### src/rtl/qpsk_pkg.sv
`default_nettype none
// ============================================================================
//  Module      : qpsk_pkg
//  Description : Shared types and constants for the QPSK transmitter. It holds
//                the FSM state enum, the sync byte, the default amplitude, the
//                dibit width and two small helpers that split a byte into its
//                first dibit and its remaining dibits.
//                The SYNC state only exists when QPSK_TX_SYNC_EN is defined.
//  Revision    : 1.0 - initial release
// ============================================================================
package qpsk_pkg;

`ifdef QPSK_TX_SYNC_EN
    typedef enum logic [1:0] {
        ST_IDLE  = 2'd0,
        ST_FETCH = 2'd1,
        ST_SEND  = 2'd2,
        ST_SYNC  = 2'd3
    } qpsk_state_e;
`else
    typedef enum logic [1:0] {
        ST_IDLE  = 2'd0,
        ST_FETCH = 2'd1,
        ST_SEND  = 2'd2
    } qpsk_state_e;
`endif

    localparam logic [7:0] SYNC_BYTE   = 8'hE4;
    localparam int         DEFAULT_AMP = 64;
    localparam int         DIBIT_W     = 2;

    // Dibit [7:6] is always transmitted first.
    function automatic logic [DIBIT_W-1:0] first_dibit(input logic [7:0] b);
        return b[7:6];
    endfunction

    // Dibits still to be sent after the first one, MSB-aligned.
    function automatic logic [5:0] rest_dibits(input logic [7:0] b);
        return b[5:0];
    endfunction

endpackage : qpsk_pkg
`default_nettype wire

### src/rtl/qpsk_sym_map.sv
`default_nettype none
// ============================================================================
//  Module      : qpsk_sym_map
//  Description : Combinational Gray mapper, one dibit to one (I,Q) point.
//                00 -> (+A,+A), 01 -> (-A,+A), 11 -> (-A,-A), 10 -> (+A,-A)
//                Bit 0 of the dibit selects the I sign, bit 1 the Q sign.
//  Ports       : dibit_i  - dibit to map
//                i_val_o  - signed 8-bit I value
//                q_val_o  - signed 8-bit Q value
//  Revision    : 1.0 - initial release
// ============================================================================
module qpsk_sym_map
    import qpsk_pkg::*;
#(
    parameter int AMP = DEFAULT_AMP
)(
    input  logic [DIBIT_W-1:0] dibit_i,
    output logic signed [7:0]  i_val_o,
    output logic signed [7:0]  q_val_o
);

    localparam logic signed [7:0] c_amp_pos = 8'(AMP);
    localparam logic signed [7:0] c_amp_neg = 8'(-AMP);

    assign i_val_o = dibit_i[0] ? c_amp_neg : c_amp_pos;
    assign q_val_o = dibit_i[1] ? c_amp_neg : c_amp_pos;

endmodule : qpsk_sym_map
`default_nettype wire

### src/rtl/qpsk_tx.sv
`default_nettype none
// ============================================================================
//  Module      : qpsk_tx
//  Description : Byte-stream QPSK symbol generator. It pulls bytes from an
//                upstream FIFO and emits 4 Gray-mapped symbols per byte, MSB
//                dibit first, one symbol every SYM_DIV clocks. It prefetches
//                the next byte during symbol 2, so back-to-back bytes stream
//                with no gap.
//                Optional: QPSK_TX_SYNC_EN inserts 4 symbols of SYNC_BYTE
//                before every byte that starts from IDLE.
//  Ports       : clk        - clock, rising edge
//                reset      - asynchronous active-high reset
//                fifo_empty - upstream FIFO has no data
//                fifo_data  - FIFO byte, valid the cycle after rd_en
//                rd_en      - one-cycle FIFO read request
//                sym_i      - signed I of the current symbol (0 in IDLE)
//                sym_q      - signed Q of the current symbol (0 in IDLE)
//                iq_valid   - one-cycle pulse at the start of each symbol
//                busy       - state is not IDLE
//  Revision    : 1.0 - initial release
// ============================================================================
module qpsk_tx
    import qpsk_pkg::*;
#(
    parameter int AMP     = DEFAULT_AMP,
    parameter int SYM_DIV = 1
)(
    input  logic              clk,
    input  logic              reset,
    input  logic              fifo_empty,
    input  logic [7:0]        fifo_data,
    output logic              rd_en,
    output logic signed [7:0] sym_i,
    output logic signed [7:0] sym_q,
    output logic              iq_valid,
    output logic              busy
);

    localparam int                 c_div_w    = (SYM_DIV > 1) ? $clog2(SYM_DIV) : 1;
    localparam logic [c_div_w-1:0] c_div_last = c_div_w'(SYM_DIV - 1);

    qpsk_state_e        state_q, state_d;
    logic [5:0]         rem_q, rem_d;        // dibits not yet issued, MSB first
    logic [1:0]         sym_idx_q, sym_idx_d;
    logic [c_div_w-1:0] div_q, div_d;
    logic [7:0]         nb_q, nb_d;          // next-byte buffer
    logic               nb_full_q, nb_full_d;
    logic               nb_pend_q, nb_pend_d; // prefetch read in flight
    logic               iq_valid_q, iq_valid_d;
    logic signed [7:0]  out_i_q, out_i_d;
    logic signed [7:0]  out_q_q, out_q_d;

    logic               w_rd_req;
    logic               w_active;
    logic               w_period_end;
    logic               w_last_sym;
    logic [7:0]         w_nb_src;
    logic [DIBIT_W-1:0] w_map_dibit;
    logic signed [7:0]  w_map_i;
    logic signed [7:0]  w_map_q;

    // The outputs are registered, so the mapper always works on the dibit
    // that becomes visible on the next clock.
    always_comb begin
        w_active = (state_q == ST_SEND);
`ifdef QPSK_TX_SYNC_EN
        if (state_q == ST_SYNC) begin
            w_active = 1'b1;
        end
`endif
        w_period_end = (div_q == c_div_last);
        w_last_sym   = (sym_idx_q == 2'd3);
        // With SYM_DIV=1 the prefetched byte is still on fifo_data when
        // symbol 3 ends, so take it straight from the bus in that case.
        w_nb_src     = nb_pend_q ? fifo_data : nb_q;
        if (state_q == ST_FETCH) begin
`ifdef QPSK_TX_SYNC_EN
            w_map_dibit = first_dibit(SYNC_BYTE);
`else
            w_map_dibit = first_dibit(fifo_data);
`endif
        end else if (w_last_sym) begin
            w_map_dibit = first_dibit(w_nb_src);
        end else begin
            w_map_dibit = rem_q[5:4];
        end
    end

    qpsk_sym_map #(
        .AMP (AMP)
    ) u_map (
        .dibit_i (w_map_dibit),
        .i_val_o (w_map_i),
        .q_val_o (w_map_q)
    );

    always_comb begin
        state_d    = state_q;
        rem_d      = rem_q;
        sym_idx_d  = sym_idx_q;
        div_d      = div_q;
        nb_d       = nb_q;
        nb_full_d  = nb_full_q;
        nb_pend_d  = nb_pend_q;
        iq_valid_d = 1'b0;
        out_i_d    = out_i_q;
        out_q_d    = out_q_q;
        w_rd_req   = 1'b0;

        case (state_q)
            ST_IDLE: begin
                if (!fifo_empty) begin
                    w_rd_req = 1'b1;
                    state_d  = ST_FETCH;
                end
            end

            ST_FETCH: begin
                sym_idx_d  = 2'd0;
                div_d      = '0;
                iq_valid_d = 1'b1;
                out_i_d    = w_map_i;
                out_q_d    = w_map_q;
`ifdef QPSK_TX_SYNC_EN
                // Park the data byte in the next-byte buffer while the
                // sync byte goes out; it is reloaded like a prefetched byte.
                rem_d     = rest_dibits(SYNC_BYTE);
                nb_d      = fifo_data;
                nb_full_d = 1'b1;
                state_d   = ST_SYNC;
`else
                rem_d     = rest_dibits(fifo_data);
                state_d   = ST_SEND;
`endif
            end

            default: begin
                if (w_active) begin
                    if ((state_q == ST_SEND) && (sym_idx_q == 2'd2) && (div_q == '0) &&
                        !fifo_empty && !nb_full_q && !nb_pend_q) begin
                        w_rd_req  = 1'b1;
                        nb_pend_d = 1'b1;
                    end
                    if (nb_pend_q) begin
                        nb_d      = fifo_data;
                        nb_full_d = 1'b1;
                        nb_pend_d = 1'b0;
                    end
                    if (w_period_end) begin
                        div_d = '0;
                        if (!w_last_sym) begin
                            sym_idx_d  = sym_idx_q + 2'd1;
                            rem_d      = {rem_q[3:0], 2'b00};
                            iq_valid_d = 1'b1;
                            out_i_d    = w_map_i;
                            out_q_d    = w_map_q;
                        end else if (nb_full_q || nb_pend_q) begin
                            sym_idx_d  = 2'd0;
                            rem_d      = rest_dibits(w_nb_src);
                            nb_full_d  = 1'b0;
                            nb_pend_d  = 1'b0;
                            iq_valid_d = 1'b1;
                            out_i_d    = w_map_i;
                            out_q_d    = w_map_q;
                            state_d    = ST_SEND;
                        end else begin
                            sym_idx_d = 2'd0;
                            out_i_d   = '0;
                            out_q_d   = '0;
                            state_d   = ST_IDLE;
                        end
                    end else begin
                        div_d = div_q + c_div_w'(1);
                    end
                end else begin
                    state_d = ST_IDLE;
                end
            end
        endcase
    end

    always_ff @(posedge clk or posedge reset) begin
        if (reset) begin
            state_q    <= ST_IDLE;
            rem_q      <= '0;
            sym_idx_q  <= '0;
            div_q      <= '0;
            nb_q       <= '0;
            nb_full_q  <= 1'b0;
            nb_pend_q  <= 1'b0;
            iq_valid_q <= 1'b0;
            out_i_q    <= '0;
            out_q_q    <= '0;
        end else begin
            state_q    <= state_d;
            rem_q      <= rem_d;
            sym_idx_q  <= sym_idx_d;
            div_q      <= div_d;
            nb_q       <= nb_d;
            nb_full_q  <= nb_full_d;
            nb_pend_q  <= nb_pend_d;
            iq_valid_q <= iq_valid_d;
            out_i_q    <= out_i_d;
            out_q_q    <= out_q_d;
        end
    end

    // The read request is combinational from IDLE; gate it so that it drops
    // the moment reset is applied rather than at the next edge.
    assign rd_en    = w_rd_req & ~reset;
    assign sym_i    = out_i_q;
    assign sym_q    = out_q_q;
    assign iq_valid = iq_valid_q;
    assign busy     = (state_q != ST_IDLE);

endmodule : qpsk_tx
`default_nettype wire

### config.mk
export PLATFORM = sky130hd
export DESIGN_NAME = qpsk_tx
export DESIGN_NICKNAME = d
export VERILOG_FILES = /design/src/rtl/qpsk_pkg.sv /design/src/rtl/qpsk_sym_map.sv /design/src/rtl/qpsk_tx.sv
export SDC_FILE = /design/constraint.sdc
export NUM_CORES = 1
export LEC_CHECK = 0
export CAP_MARGIN = 10
export CORE_AREA = 10 10 71 73
export DETAILED_ROUTE_END_ITERATION = 12
export DIE_AREA = 0 0 81 83
export PLACE_DENSITY_LB_ADDON = 0.25
export SYNTH_ARGS = -nofsm -noshare
export SYNTH_HDL_FRONTEND = slang
export SYNTH_SLANG_ARGS = --single-unit
### constraint.sdc
create_clock -name clk -period 4 [get_ports clk]
set_input_delay 0.4 -clock clk [delete_from_list [all_inputs] [get_ports clk]]
set_output_delay 0.4 -clock clk [all_outputs]
set_load 0.05 [all_outputs]
Yosys cells after proc, flatten, opt, wreduce, memory -nomap -nowiden
Index checks and enable logic that the tools add are counted.
Storage, ports and cells
  bits in registers: 38
  latch bits: 0
  memory bits (writable): 0
  memory bits (read-only): 0
  input bits: 11
  output and inout bits: 19
  memories: 0
Operators by class
  $add $sub $neg: 2
  multipliers: 0
  div/mod/pow operators: 0
  magnitude comparators: 0
  equality and inequality tests: 9
  shifts and indexed selects: 0
  mux-type cells: 50
  bitwise logic cells: 5
  reductions and logical operators: 18
Operators with widths (number)
  two-way mux 8 bit: 11
  case mux 8 bit (2 select lines): 2
  two-way mux 6 bit: 4
  two-way mux 2 bit: 10
  two-way mux 1 bit: 17
  case mux 6 bit (2 select lines): 1
  case mux 2 bit (2 select lines): 2
  equality test 2 bit, second input constant: 3
  case mux 1 bit (2 select lines): 3
  AND reduction 3 bit: 2
  logical AND 1 bit: 5
  inequality test 4 x 1 -> 1 bit, second input constant: 1
  inequality test 4 x 2 -> 1 bit, second input constant: 1
  NOT 1 bit: 4
  AND reduction 2 bit: 2
  AND reduction 4 bit: 1
  nonzero test 2 bit: 2
  logical NOT 1 bit: 3
  inequality test 3 x 1 -> 1 bit, second input constant: 1
  adder 2 x 1 -> 2 bit, second input constant: 1
  equality test 2 x 1 -> 1 bit, second input constant: 1
  logical NOT 2 bit: 1
  inequality test 2 x 1 -> 1 bit, second input constant: 1
  inequality test 2 bit, second input constant: 1
  other kinds (4): 4

Depth between registers and ports, before layout
Gate-level depths: netlist of run 1.
  depth in word-level cells: 11
  mapped depth: 7
  mapped depth without buffers: 5

Cells and area by module
Synthesis of run 1 repeated with hierarchy kept, for this count alone.
Unflattened totals
  cell total of the unflattened synthesis: 169
  area, all modules: 1893.1 µm²
Modules (own cells, without submodules)
  qpsk_tx: times used 1, cells an instance 151, area an instance 1765.4 µm², sequential area each 925.9 µm²
  qpsk_sym_map: times used 1, cells an instance 18, area an instance 127.6 µm², sequential area each 0.0 µm²

Worst setup path after synthesis of run 1
No wires, ideal clock.
  kind: register to output
  start point: register state_q[1]
  end point: output port rd_en
  arrival: 1.829 ns
  path slack: 1.771 ns
  stages on the path, launching flop included: 7
  path buffers: 1
  cells stage by stage: dfrtp_1 -> inv_1 -> ha_1 -> clkbuf_1 -> inv_1 -> nand3_1 -> a21oi_1
Between the ends
  cells in the longest elaborated chain, start to end: 10
  elaborated cells on any way between the ends: 12
RTL lines
  start: declaration: RTL line qpsk_tx.sv:42  | qpsk_state_e state_q, state_d;
  start signal: assignment: RTL line qpsk_tx.sv:195  | state_q <= state_d;
  equality test 2 bit: RTL line qpsk_tx.sv:65, qpsk_tx.sv:139
  logical AND 1 bit (3 in series): RTL line qpsk_tx.sv:139  | if ((state_q == ST_SEND) && (sym_idx_q == 2'd2) && (div_q == '0) &&
  logical AND 1 bit (2 in series): RTL line qpsk_tx.sv:140  | !fifo_empty && !nb_full_q && !nb_pend_q) begin
  two-way mux 1 bit: RTL line qpsk_tx.sv:139
  two-way mux 1 bit: RTL line qpsk_tx.sv:138  | if (w_active) begin
  case mux 1 bit (2 select lines) (*): RTL line qpsk_tx.sv:110  | case (state_q)
  AND 1 bit (*): RTL line qpsk_tx.sv:210  | assign rd_en = w_rd_req & ~reset;
  end: declaration: RTL line qpsk_tx.sv:32  | output logic rd_en,
Mark *: on every way between the ends. The rest lies on a longest branch, timed or not.

Final worst setup path of run 1
Same ends and word-level chain as after synthesis.

==> qor.txt, run 1 <==
met1 GRT Util: 11.39%
initial antenna violation count: 0
Setup TNS Final: 0 ps
Setup Skew: 3.436 ps
First DRT Iteration DRCs: 65
Yosys top cell by area: dfrtp_1
DRT antenna net count: 0
Inserted Diodes: 0
WL final: 3.000 mm
Placed Cells: 204
Slew @ Worst Pin: 924.2 ps
RSZ-0062 raised after global routing: no
post-synthesis register bit count: 24
M3 GR Usage: 2.586%
Syn Inst Count: 148
I/O Buffers: 17
Unique masters post-synth: 31
GR Overflow Total: 0
post-synth top area share: 42.11%
Post-Layout Cell Count: 208
Clock Sinks: 24
Slew Limit Headroom: 38.32%
Post-DP Area: 1568 sq um
post-cts sizing count: 0
Pre-Repair DR Iteration Count: 4
Most Crowded Layer GR: met2
Core Area: 3633 sq um
vias in the first global route: 1108
register area: 600.6 sq um
Final Hold Fails: 0
top-count cell post-synth: dfrtp_1
WL/cell: 14.42 um
met2 Use GR: 14.99%
drc violations: 0
Final Slew Violations: 0
fin crit period: 2939 ps
most frequent cells after synthesis: 24 x dfrtp_1, 14 x buf_4, 10 x nand2_1, 9 x mux2_2, 9 x o21ai_0
Detailed Place HPWL: 2.221 mm
vias per cell: 5.067
Req. time, crit path: 3600 ps
Leak: 0.6867 nW
kind of critical path: flop to output port
area occupied by multi-input gates: 710.7 sq um
WP data arrival: 2540 ps
CP Capture Type: output port
maximum vdd drop: 0.0002993 V
root buffer cell: clkbuf_8
nets@finish: 178
clock-pin slew on the worst setup and hold paths: 90 ps
Vias: 1054
Max Cap Viol: 0
Final Power: 1.298 mW
Die Y-Extent: 83 um
CTS Hold Bufs: 0
maximum clock rate: 0.3402 GHz
Synth-to-Final Area Change: 14.91%
H-tree depth: 1
ys async rst share: 100.0%
die area: 6723 sq um
FILL cells: 367
ranking of synthesized cells by area: dfrtp_1 42%, buf_4 7.4%, mux2_2 7.1%
worst reg2reg path startpoint: state_q[1]$_DFFE_PP0P_
fin crit share: 73.49%
Num CTS Buffers: 3
number of setup buffers added after CTS: 0
Worst-Skew Late Latency: 270 ps
CP max FO: 20
Setup crit start kind: flop
Yosys Warn Count: 0
Initial Util: 39.26%
CTS Buffer Depth: 2
hold_sp: sym_q[7]$_DFFE_PP0P_
CTS tree: done
share of post-route cells with drive strength above 1: 10.00%
overall routing resource usage: 9.235%
PwrDens: 791.9 nW/um^2
Syn Std Cell Area: 1426 sq um
first-pass GRT wire length: 5.147 mm
Synth Flop Type: dfrtp_1
post-synthesis sequential area ratio: 42.11%
IO Pins: 30
# rows: 22
run status: finished clean
Die X: 81 um
Final Instance Area: 1639 sq um
Hold Path Class: flop to flop
Final setup violation count: 0
Hold Slack: 508.5 ps
pin count of the biggest net entering global routing: 25
reg2reg path depth: 5
GP Congestion: 0.8122
average size of a mapped cell: 9.638 sq um
Worst Hold Depth: 1
crit path launch: state_q[1]$_DFFE_PP0P_
Post-synth EDFFs: 0
cell type report:
cell class / count / share of cell area [%]
clock buffer: 3 / 2.519
clock inverter: 1 / 1.832
inverter: 7 / 1.603
multi-input combinational: 108 / 43.36
sequential: 24 / 36.64
tap: 48 / 3.664
timing repair buffer: 17 / 10.38
state kept, by name, indices dropped and copies added (netlist names):
name / flops
nb_q: 8
rem_q: 6
state_q: 2
sym_i: 2
sym_idx_q: 2
iq_valid: 1
nb_full_q: 1
nb_pend_q: 1
sym_q: 1
where the power goes:
part | switching, mW | leakage (nW) | internal (mW)
clock network | 0.0824 | 0.0357 | 0.134
logic | 0.390 | 0.363 | 0.266
registers | 0.0713 | 0.288 | 0.354
layer usage:
layer / vias to the layer above / wire length [um]
met4: 0 / 46
met2: 18 / 1455
li1: 523 / -
met3: 5 / 174
met5: - / 0
met1: 508 / 1324
worst paths after layout:
kind                                         end  slack (ps)
hold / removal              sym_q[7]$_DFFE_PP0P_         510
max in group asynchronous    nb_q[6]$_DFFE_PP0P_        2770
setup reg to reg            rem_q[2]$_DFFE_PP0P_        1900
min in group asynchronous  nb_pend_q$_DFFE_PP0P_         670
hold reg to reg             sym_q[7]$_DFFE_PP0P_         510
setup / recovery                           rd_en        1060
per-stage QoR:
step | utilization [%] | setup slack, ps
floorplan | - | 1771
global placement | 43.15 | 1350
detailed placement | 43.15 | 1334
CTS | 45.11 | 1054
global route | 45.11 | 908.3
finish | 45.11 | 1061
layout by cell type (no fill, tap or decap):
| master | count |
|---|---|
| nor2_1 | 8 |
| nor3_1 | 2 |
| a2111oi_0 | 2 |
| o22ai_1 | 3 |
| conb_1 | 12 |
| ha_1 | 6 |
| a21oi_1 | 8 |
| nor2b_1 | 3 |
| bufinv_16 | 1 |
| a22oi_1 | 1 |
| nand2_1 | 10 |
| dfrtp_1 | 24 |
| nand2b_1 | 2 |
| inv_1 | 7 |
| clkbuf_8 | 3 |
| o21ai_0 | 9 |
| clkdlybuf4s50_1 | 17 |
| nor4b_1 | 2 |
| mux2i_1 | 2 |
| o41ai_1 | 1 |
| or4b_2 | 1 |
| o22a_1 | 2 |
| and2_1 | 4 |
| o31ai_1 | 4 |
| nor3b_1 | 5 |
| nand3_1 | 3 |
| a31oi_1 | 3 |
| mux2_2 | 9 |
| o21a_1 | 4 |
| or2_2 | 1 |
| nor4b_2 | 1 |
logic make-up (layout without fill, tap and decap cells):
| group | after synthesis | in the layout | share of synthesized area (%) |
|---|---|---|---|
| adder cells (fa/ha/maj) | 6 | 6 | 5.263 |
| flip-flops | 24 | 24 | 42.11 |
| other | 1 | 12 | 0.2629 |
| multiplexers | 11 | 11 | 8.509 |
| AO/OA/AOI/OAI | 37 | 37 | 16.40 |
| AND/OR/NAND/NOR | 42 | 42 | 16.49 |
| buffers and inverters | 27 | 28 | 10.96 |
worst max-delay path, stage by stage (launching register included):
cell and delay [ps]:
dfrtp_1 450, inv_1 90, ha_1 430, inv_1 230
nand3_1 90, a21oi_1 160, clkdlybuf4s50_1 820
No activity file was read; power rests on OpenSTA's default activity.
==> run 2: changes to the inputs <==
==> constraint.sdc (replaced) <==
create_clock -name clk -period 2.7 [get_ports clk]
set_input_delay 0.27 -clock clk [delete_from_list [all_inputs] [get_ports clk]]
set_output_delay 0.27 -clock clk [all_outputs]
set_load 0.05 [all_outputs]
==> run 2 against run 1 <==
  * Sequential power up 49%
  * Non-clock buffer count unchanged
  * Clock skew up 4.3 ps
  * Final cell count unchanged
  * Critical path depth unchanged
  * Core utilization down 0.069 points
  * Via count up 2.0%
  * Setup slack worse by 670 ps
  * First-iteration DRC count up 9.2%
  * Flip-flop and latch count unchanged
  * Cell area down 0.15%
  * Largest cell class unchanged
  * Highest routed layer unchanged
==> qor.txt, run 2 (synthesized netlist as in run 1, its figures left out) <==
Synth-to-Final Area Change: 14.74%
Die Y-Extent: 83 um
most frequent cells in the layout: 24 x dfrtp_1, 16 x clkdlybuf4s50_1, 12 x conb_1, 10 x nand2_1
fin crit share: 85.64%
DRT antenna net count: 0
vias per cell: 5.168
CTS Hold Bufs: 0
overall routing resource usage: 8.911%
CP max FO: 20
FILL cells: 376
final core utilization: 45.04%
root buffer cell: clkbuf_8
I/O Buffers: 17
Slew @ Worst Pin: 915.6 ps
Setup Skew: 7.704 ps
die area: 6723 sq um
maximum clock rate: 0.4325 GHz
Hold Path Class: flop to flop
initial antenna violation count: 0
First DRT Iteration DRCs: 71
nets@finish: 178
post-cts sizing count: 0
run status: finished clean
fin crit period: 2312 ps
maximum vdd drop: 0.0005137 V
Final Hold Fails: 0
Core Area: 3633 sq um
CTS Buffer Depth: 2
max reg flops: 8
Clock Sinks: 24
Worst-Skew Late Latency: 270 ps
Final Instance Area: 1637 sq um
H-tree depth: 1
Req. time, crit path: 2430 ps
pin count of the biggest net entering global routing: 25
register area: 600.6 sq um
GR Overflow Total: 0
drc violations: 0
CP Capture Type: output port
clock-pin slew on the worst setup and hold paths: 80 ps
Post-DP Area: 1565 sq um
WL/cell: 14.34 um
Inserted Diodes: 0
WP data arrival: 2040 ps
Slew Limit Headroom: 38.89%
Initial Util: 39.26%
area occupied by multi-input gates: 710.7 sq um
most common cell after layout, fill and taps aside: dfrtp_1
Setup TNS Final: 0 ps
Vias: 1075
WL final: 2.982 mm
number of setup buffers added after CTS: 0
Biggest register: nb_q
Max Cap Viol: 0
GP Congestion: 0.8092
Pre-Repair DR Iteration Count: 4
RSZ-0062 raised after global routing: no
Final Slew Violations: 0
Detailed Place HPWL: 2.192 mm
Leak: 0.6885 nW
Setup crit start kind: flop
first-pass GRT wire length: 4.974 mm
Regs by FF count: nb_q: 8 flops, rem_q: 6 flops
Num CTS Buffers: 3
flop2flop setup slack: 610 ps
kind of critical path: flop to output port
CTS tree: done
# rows: 22
PwrDens: 1169 nW/um^2
Die X: 81 um
share of post-route cells with drive strength above 1: 10.63%
IO Pins: 30
Final setup violation count: 0
vias in the first global route: 1087
[run 2: changes by cell type in the layout (fill, tap and decap cells not counted), sizes merged]
cell,delta
clkdlybuf4s50,-1
buf,+1
[run 2: path summary, 6_finish.rpt]
| path | start | to | cells after the start |
|---|---|---|---|
| worst max-delay path | state_q[1]$_DFFE_PP0P_ | rd_en | 6 |
| max in group asynchronous | reset | nb_q[7]$_DFFE_PP0P_ | 2 |
| worst min-delay path | nb_q[6]$_DFFE_PP0P_ | nb_q[6]$_DFFE_PP0P_ | 1 |
| worst min register to register | nb_q[6]$_DFFE_PP0P_ | nb_q[6]$_DFFE_PP0P_ | 1 |
| worst max register to register | state_q[1]$_DFFE_PP0P_ | rem_q[0]$_DFFE_PP0P_ | 5 |
| min in group asynchronous | reset | nb_pend_q$_DFFE_PP0P_ | 2 |
[run 2: through the flow]
| stage | hold WS, ps | std cells | setup slack, ps | power (mW) |
|---|---|---|---|---|
| detailed placement | 485.3 | 204 | 638.3 | 1.610 |
| global placement | 484.0 | 204 | 690.1 | 1.592 |
| floorplan | 284.6 | 159 | 601.3 | 1.391 |
| CTS | 509.9 | 208 | 386.7 | 1.935 |
| global route | 531.0 | 208 | 245.6 | 2.076 |
| finish | 507.4 | 208 | 387.8 | 1.914 |
[run 2: layout make-up]
cell class              count  area share [%]
clock buffers               3           2.523
clock inverters             1           1.835
inverters                   7           1.606
multi-input cells         108           43.43
flip-flops and latches     24           36.70
well taps                  48           3.670
repair buffers             17           10.24
[run 2: per-layer routing]
layer,GRT usage [%],vias up,share of wire [%]
met5,0,-,0
met4,2.973,0,0.40
met3,2.155,2,5.2
met2,14.84,24,49
met1,10.75,530,45
li1,-,519,-
[run 2: power breakdown]
group / switching, mW / internal (mW)
combinational: 0.571 / 0.392
sequential: 0.108 / 0.525
clock: 0.120 / 0.198
total: 0.799 / 1.11
[run 2: worst max-delay path: stages, from the launching register on]
cell,delay [ps]
dfrtp_1,460
inv_1,110
ha_1,590
inv_1,230
nand3_1,120
a21oi_1,70
buf_4,190
==> run 3: changes to the inputs <==
--- a/config.mk
+++ b/config.mk
@@ -6,9 +6,9 @@
 export NUM_CORES = 1
 export LEC_CHECK = 0
 export CAP_MARGIN = 10
-export CORE_AREA = 10 10 71 73
+export CORE_AREA = 10 10 68 70
 export DETAILED_ROUTE_END_ITERATION = 12
-export DIE_AREA = 0 0 81 83
+export DIE_AREA = 0 0 78 80
 export PLACE_DENSITY_LB_ADDON = 0.25
 export SYNTH_ARGS = -nofsm -noshare
 export SYNTH_HDL_FRONTEND = slang
==> run 3 against run 2 <==
  * Via count is 2.7% lower
  * Final cell count fell by 1.4%
  * Global-route usage rose by 0.93 points
  * Cell area is 3.1% lower
  * Largest power group unchanged
  * Critical path type unchanged
  * First-iteration DRC count increased by 52%
  * Critical path depth is the same
  * Die area is 7.2% lower
==> qor.txt, run 3 (synthesized netlist as in run 1, its figures left out) <==
run status: finished clean
WL final: 2.958 mm
Setup TNS Final: 0 ps
pin count of the biggest net entering global routing: 25
CTS Buffer Depth: 2
Post-Layout Cell Count: 205
RSZ-0062 raised after global routing: no
maximum vdd drop: 0.0004947 V
CTS Hold Bufs: 0
Synth-to-Final Area Change: 11.14%
GP Congestion: 0.8162
Slew @ Worst Pin: 955.6 ps
Placed Cells: 202
Die X: 78 um
CP max FO: 20
share of post-route cells with drive strength above 1: 10.06%
r2r endpoint: rem_q[5]$_DFFE_PP0P_
vias in the first global route: 1077
Final setup violation count: 0
H-tree depth: 1
Final Slew Violations: 0
kind of critical path: flop to output port
die area: 6240 sq um
Vias: 1046
root buffer cell: clkbuf_4
DRT antenna net count: 0
post-cts sizing count: 0
reg2reg path depth: 5
worst reg2reg path startpoint: state_q[1]$_DFFE_PP0P_
IO Pins: 30
Hold Path Class: primary input to async pin
nets@finish: 178
maximum clock rate: 0.4239 GHz
Worst-Skew Late Latency: 320 ps
Leak: 0.6666 nW
CP Capture Type: output port
Inserted Diodes: 0
Die Y-Extent: 80 um
I/O Buffers: 17
Detailed Place HPWL: 2.147 mm
Final Hold Fails: 0
PwrDens: 1105 nW/um^2
Setup Skew: 3.968 ps
FILL cells: 306
WP data arrival: 2090 ps
flop2flop setup slack: 600 ps
first-pass GRT wire length: 5.099 mm
drc violations: 0
worst slack at placement: 620.2 ps
clock-pin slew on the worst setup and hold paths: 130 ps
Clock Sinks: 24
Biggest register: nb_q
Setup crit start kind: flop
Pre-Repair DR Iteration Count: 4
initial antenna violation count: 0
Initial Util: 43.43%
slack of the critical path: 341.2 ps
WL/cell: 14.43 um
CTS tree: done
Core Area: 3284 sq um
most frequent cells in the layout: 24 x dfrtp_1, 16 x clkdlybuf4s50_1, 12 x conb_1, 10 x nand2_1
most common cell after layout, fill and taps aside: dfrtp_1
# rows: 21
Req. time, crit path: 2430 ps
Max Cap Viol: 0
overall routing resource usage: 9.839%
Final Power: 1.752 mW
First DRT Iteration DRCs: 108
vias per cell: 5.102
fin crit share: 87.36%
Num CTS Buffers: 3
number of setup buffers added after CTS: 0
Slew Limit Headroom: 36.22%
max reg flops: 8
fin crit period: 2359 ps
Regs by FF count: nb_q: 8 flops, rem_q: 6 flops
GR Overflow Total: 0
run 3: cell count changes in the layout (fill, tap and decap cells not counted):
cell,change
bufinv_16,-1
clkbuf_4,+3
clkbuf_8,-3
run 3: worst max-delay path by stage:
stage / from / to / slack [ps]
4_1_cts: state_q[1]$_DFFE_PP0P_ / rd_en / 310
2_1_floorplan: state_q[1]$_DFFE_PP0P_ / rd_en / 600
5_1_grt: state_q[1]$_DFFE_PP0P_ / rd_en / 150
3_5_place_dp: state_q[1]$_DFFE_PP0P_ / rem_q[5]$_DFFE_PP0P_ / 620
3_3_place_gp: state_q[1]$_DFFE_PP0P_ / rem_q[3]$_DFFE_PP0P_ / 700
6_report: state_q[1]$_DFFE_PP0P_ / rd_en / 340
run 3: worst max-delay path, cell delays in order (launching register included):
cell and delay [ps]:
dfrtp_1 470, inv_1 110, ha_1 600, inv_1 220, nand3_1 120, a21oi_1 70, buf_4 190
run 3: report_power, final:
part           total (mW)  internal (mW)  switching (mW)
Sequential          0.636          0.524           0.112
Combinational       0.957          0.391           0.566
Clock               0.159         0.0523           0.107
run 3: metrics by stage:
stage | instance area (sq um) | hold WS (ps) | util (%)
2_1_floorplan | 1468 | 284.6 | -
3_3_place_gp | 1563 | 484.7 | 47.58
3_5_place_dp | 1563 | 488.4 | 47.58
4_1_cts | 1585 | 509.2 | 48.27
5_1_grt | 1585 | 546.1 | 48.27
6_report | 1585 | 488.8 | 48.27
run 3: area by class of cell:
class / count / area, sq um / share of cell area (%)
clock buffers: 3 / 22.52 / 1.421
well taps: 46 / 57.56 / 3.631
flip-flops and latches: 24 / 600.6 / 37.88
repair buffers: 17 / 167.7 / 10.58
multi-input cells: 108 / 710.7 / 44.83
inverters: 7 / 26.28 / 1.657
run 3: routing by layer:
metal | wire length [um] | global-route usage [%] | vias to the layer above
met1 | 1344 | 12.31 | 502
met5 | 0 | 0 | -
met2 | 1354 | 14.84 | 24
li1 | - | - | 516
met4 | 49 | 4.480 | 0
met3 | 210 | 3.491 | 4
